File: src/rtl/boot_pkg.sv
// Shared types and constants for the boot/run controller.
package boot_pkg;

  typedef enum logic [1:0] {
    IDLE   = 2'd0,
    LOAD   = 2'd1,
    RUN    = 2'd2,
    HALTED = 2'd3
  } boot_state_t;

  localparam int CYC_W = 16;

endpackage

File: src/rtl/run_watchdog.sv
// Run-cycle counter with saturation and optional budget expiry.
module run_watchdog
  import boot_pkg::*;
#(
  parameter int cyc_width = CYC_W
) (
  input  logic                 clk,
  input  logic                 reset,
  input  logic                 i_clear,
  input  logic                 i_run,
  input  logic                 i_abort,
  input  logic [cyc_width-1:0] i_max,
  output logic [cyc_width-1:0] o_count,
  output logic                 o_expire
);

  logic [cyc_width-1:0] r_count;
  logic [cyc_width-1:0] r_max;
  logic                 w_budget;

  assign w_budget = (r_max != '0);
  assign o_expire = i_run && w_budget && (r_count == r_max - cyc_width'(1));
  assign o_count  = r_count;

  // An abort cycle is not counted unless it coincides with expiry.
  always_ff @(posedge clk) begin
    if (reset) begin
      r_count <= '0;
      r_max   <= '0;
    end else if (i_clear) begin
      r_count <= '0;
      r_max   <= i_max;
    end else if (o_expire) begin
      r_count <= r_max;
    end else if (i_run && !i_abort && (r_count != '1)) begin
      r_count <= r_count + cyc_width'(1);
    end
  end

endmodule

File: src/rtl/boot_ctrl.sv
// Boot controller: loads a host image into memory, then runs the core under a cycle budget.
module boot_ctrl
  import boot_pkg::*;
#(
  parameter  int word_width = 8,
  parameter  int cyc_width  = CYC_W,
  localparam int addr_width = $clog2(word_width)
) (
  input  logic                  clk,
  input  logic                  reset,
  input  logic                  host_start,
  input  logic [addr_width:0]   host_len,
  input  logic                  host_abort,
  input  logic                  host_valid,
  input  logic [word_width-1:0] host_data,
  output logic                  host_ready,
  input  logic [cyc_width-1:0]  max_cycles,
  input  logic                  core_write,
  input  logic [addr_width-1:0] core_addr,
  input  logic [word_width-1:0] core_wdata,
  output logic                  core_reset,
  output logic                  mem_write,
  output logic [addr_width-1:0] mem_addr,
  output logic [word_width-1:0] mem_wdata,
  output logic                  busy,
  output logic                  done,
  output logic                  timeout,
  output logic [cyc_width-1:0]  run_cycles
);

  localparam int LEN_W = addr_width + 1;
  localparam int DEPTH = 2 ** addr_width;

  // IDLE: core held, port idle | LOAD: host fills memory | RUN: core owns port | HALTED: core held, status valid
  boot_state_t           r_state;
  logic [LEN_W-1:0]      r_len;
  logic [addr_width-1:0] r_ptr;
  logic                  r_timeout;
  logic [LEN_W-1:0]      w_len_clamp;
  logic                  w_start_ok;
  logic                  w_run;
  logic                  w_expire;

  assign w_len_clamp = (int'(host_len) > DEPTH) ? LEN_W'(DEPTH) : host_len;
  assign w_start_ok  = host_start && ((r_state == IDLE) || (r_state == HALTED));
  assign w_run       = (r_state == RUN);

  run_watchdog #(.cyc_width(cyc_width)) u_watchdog (
    .clk      (clk),
    .reset    (reset),
    .i_clear  (w_start_ok),
    .i_run    (w_run),
    .i_abort  (host_abort),
    .i_max    (max_cycles),
    .o_count  (run_cycles),
    .o_expire (w_expire)
  );

  always_ff @(posedge clk) begin
    if (reset) begin
      r_state   <= IDLE;
      r_len     <= '0;
      r_ptr     <= '0;
      r_timeout <= 1'b0;
    end else begin
      case (r_state)
        IDLE, HALTED: begin
          if (host_start) begin
            r_len     <= w_len_clamp;
            r_ptr     <= '0;
            r_timeout <= 1'b0;
            r_state   <= (w_len_clamp != '0) ? LOAD : RUN;
          end
        end
        LOAD: begin
          if (host_abort) begin
            r_state <= IDLE;
          end else if (host_valid) begin
            r_ptr <= r_ptr + addr_width'(1);
            if ({1'b0, r_ptr} == r_len - LEN_W'(1)) r_state <= RUN;
          end
        end
        RUN: begin
          if (w_expire) begin
            r_state   <= HALTED;
            r_timeout <= 1'b1;
          end else if (host_abort) begin
            r_state   <= HALTED;
            r_timeout <= 1'b0;
          end
        end
        default: r_state <= IDLE;
      endcase
    end
  end

  always_comb begin
    mem_write = 1'b0;
    mem_addr  = '0;
    mem_wdata = '0;
    case (r_state)
      LOAD: begin
        mem_write = host_valid;
        mem_addr  = r_ptr;
        mem_wdata = host_data;
      end
      RUN: begin
        mem_write = core_write;
        mem_addr  = core_addr;
        mem_wdata = core_wdata;
      end
      default: ;
    endcase
  end

  assign host_ready = (r_state == LOAD);
  assign core_reset = (r_state != RUN);
  assign busy       = (r_state == LOAD) || (r_state == RUN);
  assign done       = (r_state == HALTED);
  assign timeout    = r_timeout;

endmodule

File: config.mk
export PLATFORM = sky130hd
export DESIGN_NAME = boot_ctrl
export DESIGN_NICKNAME = d
export VERILOG_FILES = /design/src/rtl/boot_pkg.sv /design/src/rtl/run_watchdog.sv /design/src/rtl/boot_ctrl.sv
export SDC_FILE = /design/constraint.sdc
export NUM_CORES = 1
export LEC_CHECK = 0
export CORE_MARGIN = 2
export CORE_UTILIZATION = 45
export DETAILED_ROUTE_END_ITERATION = 8
export PLACE_DENSITY = 0.78
export SYNTH_ARGS = -nofsm -noshare
export SYNTH_HDL_FRONTEND = slang
export SYNTH_SLANG_ARGS = --single-unit
File: constraint.sdc
create_clock -name clk -period 3.7 [get_ports clk]
set_input_delay 0.37 -clock clk [delete_from_list [all_inputs] [get_ports clk]]
set_output_delay 0.37 -clock clk [all_outputs]
set_load 0.005 [all_outputs]
==> key figures <==
Finish
  • Fin util: about three fifths
  • Commonest non-fill, non-tap cell in the layout: clkdlybuf4s50_1
  • Fin cells: 526
  • Commonest cells after routing, fill and taps aside: clkdlybuf4s50_1 (77), nand2_1 (53), dfxtp_1 (42), nor2_1 (33), a21oi_1 (33)
  • Post-route cell area: 0.00380 mm2
  • Layout area overhead: 28.0%
  • Diodes inserted: 0
  • Layout cell share with drive strength beyond 1: 6.01%
  • Nets: between 500 and 600

STA
  • Post-route minimum period: 2.84 ns
  • Clock Skews: 0.00481 ns
  • Setup TNS: 0 ns
  • Hold_ws: 0.466 ns
  • Pins Over Slew Limit: 0
  • Fmax: 353 MHz
  • Max_slew headroom: between 50% and 60%
  • Final hold viol count: 0
  • Worst Max-Slew Pin Slew: just under 0.7 ns
  • # setup viols final: 0
  • RSZ-0062 raised after global routing: false
  • Period utilization: between 70% and 80%

Floorplanning
  • Initial Util: 46.7%
  • Standard-cell row count: 29
  • IO Count: between 70 and 80
  • Die X: 85.2 um
  • Die area: 0.00726 mm2
  • DIE HEIGHT: between 80 and 90 um
  • Core area: 0.00635 mm2

Critical path
  • CP max-delay cell: nor4_2
  • CP arrival: a little over 3 ns
  • CP peak stage delay: 0.51 ns
  • CP cell instances: inv_1, ha_1, nor2b_1, nand4b_2, a2111oi_2, o211ai_1, nor4_2, nand2_2, a211oi_1
  • CP required: 3.89 ns
  • CP Capture Type: register
  • Worst-path fanout max: 14
  • Critical Path Start Type: register
  • Worst Path Class, Setup: register to register

Pwr
  • Psw: 875 uW
  • Leakage: around 1.3 nW
  • Clk network pwr share: 14.3%
  • Comb power frac: 54.4%
  • Sequential power share: 31.3%
  • P_int: 1.10 mW
  • Sw Share: 44.3%
  • Peak VDD IR: 0.410 mV
  • Power Density: between 500 and 600 mW/mm2

Detailed routing
  • Initial DRC count: ~200
  • TritonRoute pass-1 iters: 4
  • DRC Markers: 0
  • Routed Antenna Nets: 0
  • Via density: approximately 5.8
  • Final WL: 8.23 mm
  • DR vias: roughly 3000
  • Drt wl/cell: 15.6 um

GRT
  • First-pass GRT wire length: 13.7 mm
  • GR met2 Demand/Resource: 40.9%
  • All-layer global routing usage: 22.8%
  • Grt met3 use: 5.84%
  • Largest net degree at the start of global routing: 32
  • Vias in the first global route: 2954
  • GR met1 Demand/Resource: 27.0%
  • GR Overflow Total: 0
  • Most Used Layer, Global Route: met2
  • Initial antenna violation count: 0

Clock network
  • CTS tree: yes
  • TritonCTS buffer count: 5
  • Post-CTS Resized: 0
  • Sink Count: 42
  • Clk_lat worst skew: slightly below 0.3 ns
  • Post-CTS Setup Inserts: 0
  • CTS H-tree lvls: 2
  • Clock transition at the registers of the reported paths: about 0.070 ns
  • Buffer type at the clock tree root: clkbuf_8
  • Hold Buf Count CTS: 0
  • Max clock buf depth: 2

Job
  • Max-Cap Viols: 0

Synthesis
  • Asr flop ratio synth: 0%
  • Distinct cell type count after synthesis: 58
  • Syn_area_per_cell: approximately 7.7 um2
  • Top_reg_cell synth: dfxtp_1
  • Seq cells post-synth: 42
  • Post-Syn Nets: between 400 and 500
  • Post-Syn Instances: 387
  • Synth warnings: 0
  • Sequential area share after synthesis: 28.3%
  • Number of synthesized flops with an enable pin: 0
  • Mapped cell area: 0.00297 mm2

Placement
  • Number of I/O port buffers: between 70 and 80
  • Cell count after placement: about 520
  • GPL Wtd Cong: between 0.9 and 1
  • Post-DP Area: 0.00372 mm2
  • DP HPWL: 6.13 mm

Hold path
  • Hold crit path type: register to register

Outcome
  • Outcome: finished clean
==> layout make-up <==
type | count | area [um2]
Fill cell | 598 | 2550
Multi-Input combinational cell | 304 | 1930
Sequential cell | 42 | 841
Timing Repair Buffer | 81 | 801
Tap cell | 77 | 96.3
Clock buffer | 7 | 76.3
Inverter | 15 | 56.3
==> critical path: cells and delay by family, from the launching register on <==
family | cells | cell delay (ns)
flip-flops | 1 | 0.36
buffers and inverters | 1 | 0.07
adder cells (fa/ha/maj) | 1 | 0.22
AND/OR/NAND/NOR | 4 | 1.24
AO/OA/AOI/OAI | 3 | 0.84
==> sequential cells by signal (all words and copies together) (netlist names) <==
name,count
u_watchdog.o_count,16
u_watchdog.r_max,16
r_len,4
r_ptr,3
r_state,2
timeout,1
==> path summary, 6_finish.rpt <==
| kind | from | end | slack (ns) | cells after the start |
|---|---|---|---|---|
| max | u_watchdog.r_max[0] | u_watchdog.o_count[9] | 0.86 | 9 |
| min | r_len[3] | r_len[3] | 0.47 | 2 |
| max reg2reg | u_watchdog.r_max[0] | u_watchdog.o_count[9] | 0.86 | 9 |
| min reg2reg | r_len[3] | r_len[3] | 0.47 | 2 |
==> kinds of logic after synthesis <==
kind of cell             count (synthesis)  share of synthesized area [%]
AO/OA/AOI/OAI                           89                           19.9
XOR/XNOR                                34                           10.0
adder cells (fa/ha/maj)                  7                           2.95
buffers and inverters                   41                           6.71
flip-flops                              42                           28.3
multiplexers                             6                           2.11
AND/OR/NAND/NOR                        168                           29.9
==> through the flow <==
stage	total power [mW]	worst slack, ns
3_3_place_gp	1.66	1.03
2_1_floorplan	1.37	1.11
6_report	1.98	0.865
5_1_grt	2.12	0.680
4_1_cts	1.97	0.878
3_5_place_dp	1.69	0.910
==> Yosys cell counts (all sizes together), types with 2 or more instances <==
master / number / area [um2]
nor3: 22 / 115
nand4: 7 / 50.1
buf: 12 / 90.1
dfxtp: 42 / 841
a21oi: 33 / 165
a22oi: 13 / 97.6
nand2b: 5 / 31.3
and2: 3 / 20.0
xnor2: 20 / 175
inv: 15 / 56.3
nor2: 33 / 124
or3: 5 / 31.3
nand2: 54 / 205
a31oi: 4 / 25.0
nand3b: 5 / 37.5
mux2i: 4 / 40.0
or4: 2 / 18.8
o221ai: 3 / 26.3
nand3: 7 / 35.0
or3b: 2 / 17.5
nor3b: 3 / 22.5
clkbuf: 14 / 52.6
o211ai: 2 / 15.0
a211oi: 14 / 105
xor2: 14 / 123
nor2b: 5 / 31.3
nor4: 9 / 92.6
and4: 2 / 17.5
o31ai: 2 / 20.0
mux2: 2 / 22.5
o21ai: 9 / 52.6
ha: 7 / 87.6
==> power by group through the flow <==
stage | clock network, mW | registers, mW | logic, mW
3_3_place_gp | 0 | 0.623 | 1.04
3_5_place_dp | 0 | 0.626 | 1.06
4_1_cts | 0.285 | 0.616 | 1.07
5_1_grt | 0.301 | 0.629 | 1.19
6_report | 0.282 | 0.619 | 1.08
2_1_floorplan | 0 | 0.568 | 0.799
==> layer usage <==
layer	part of all wire [%]	vias up
met2	50	105
li1	-	1499
met4	1.2	0
met1	42	1444
met3	6.4	10
met5	0	-
(Power assumes the default switching activity.)
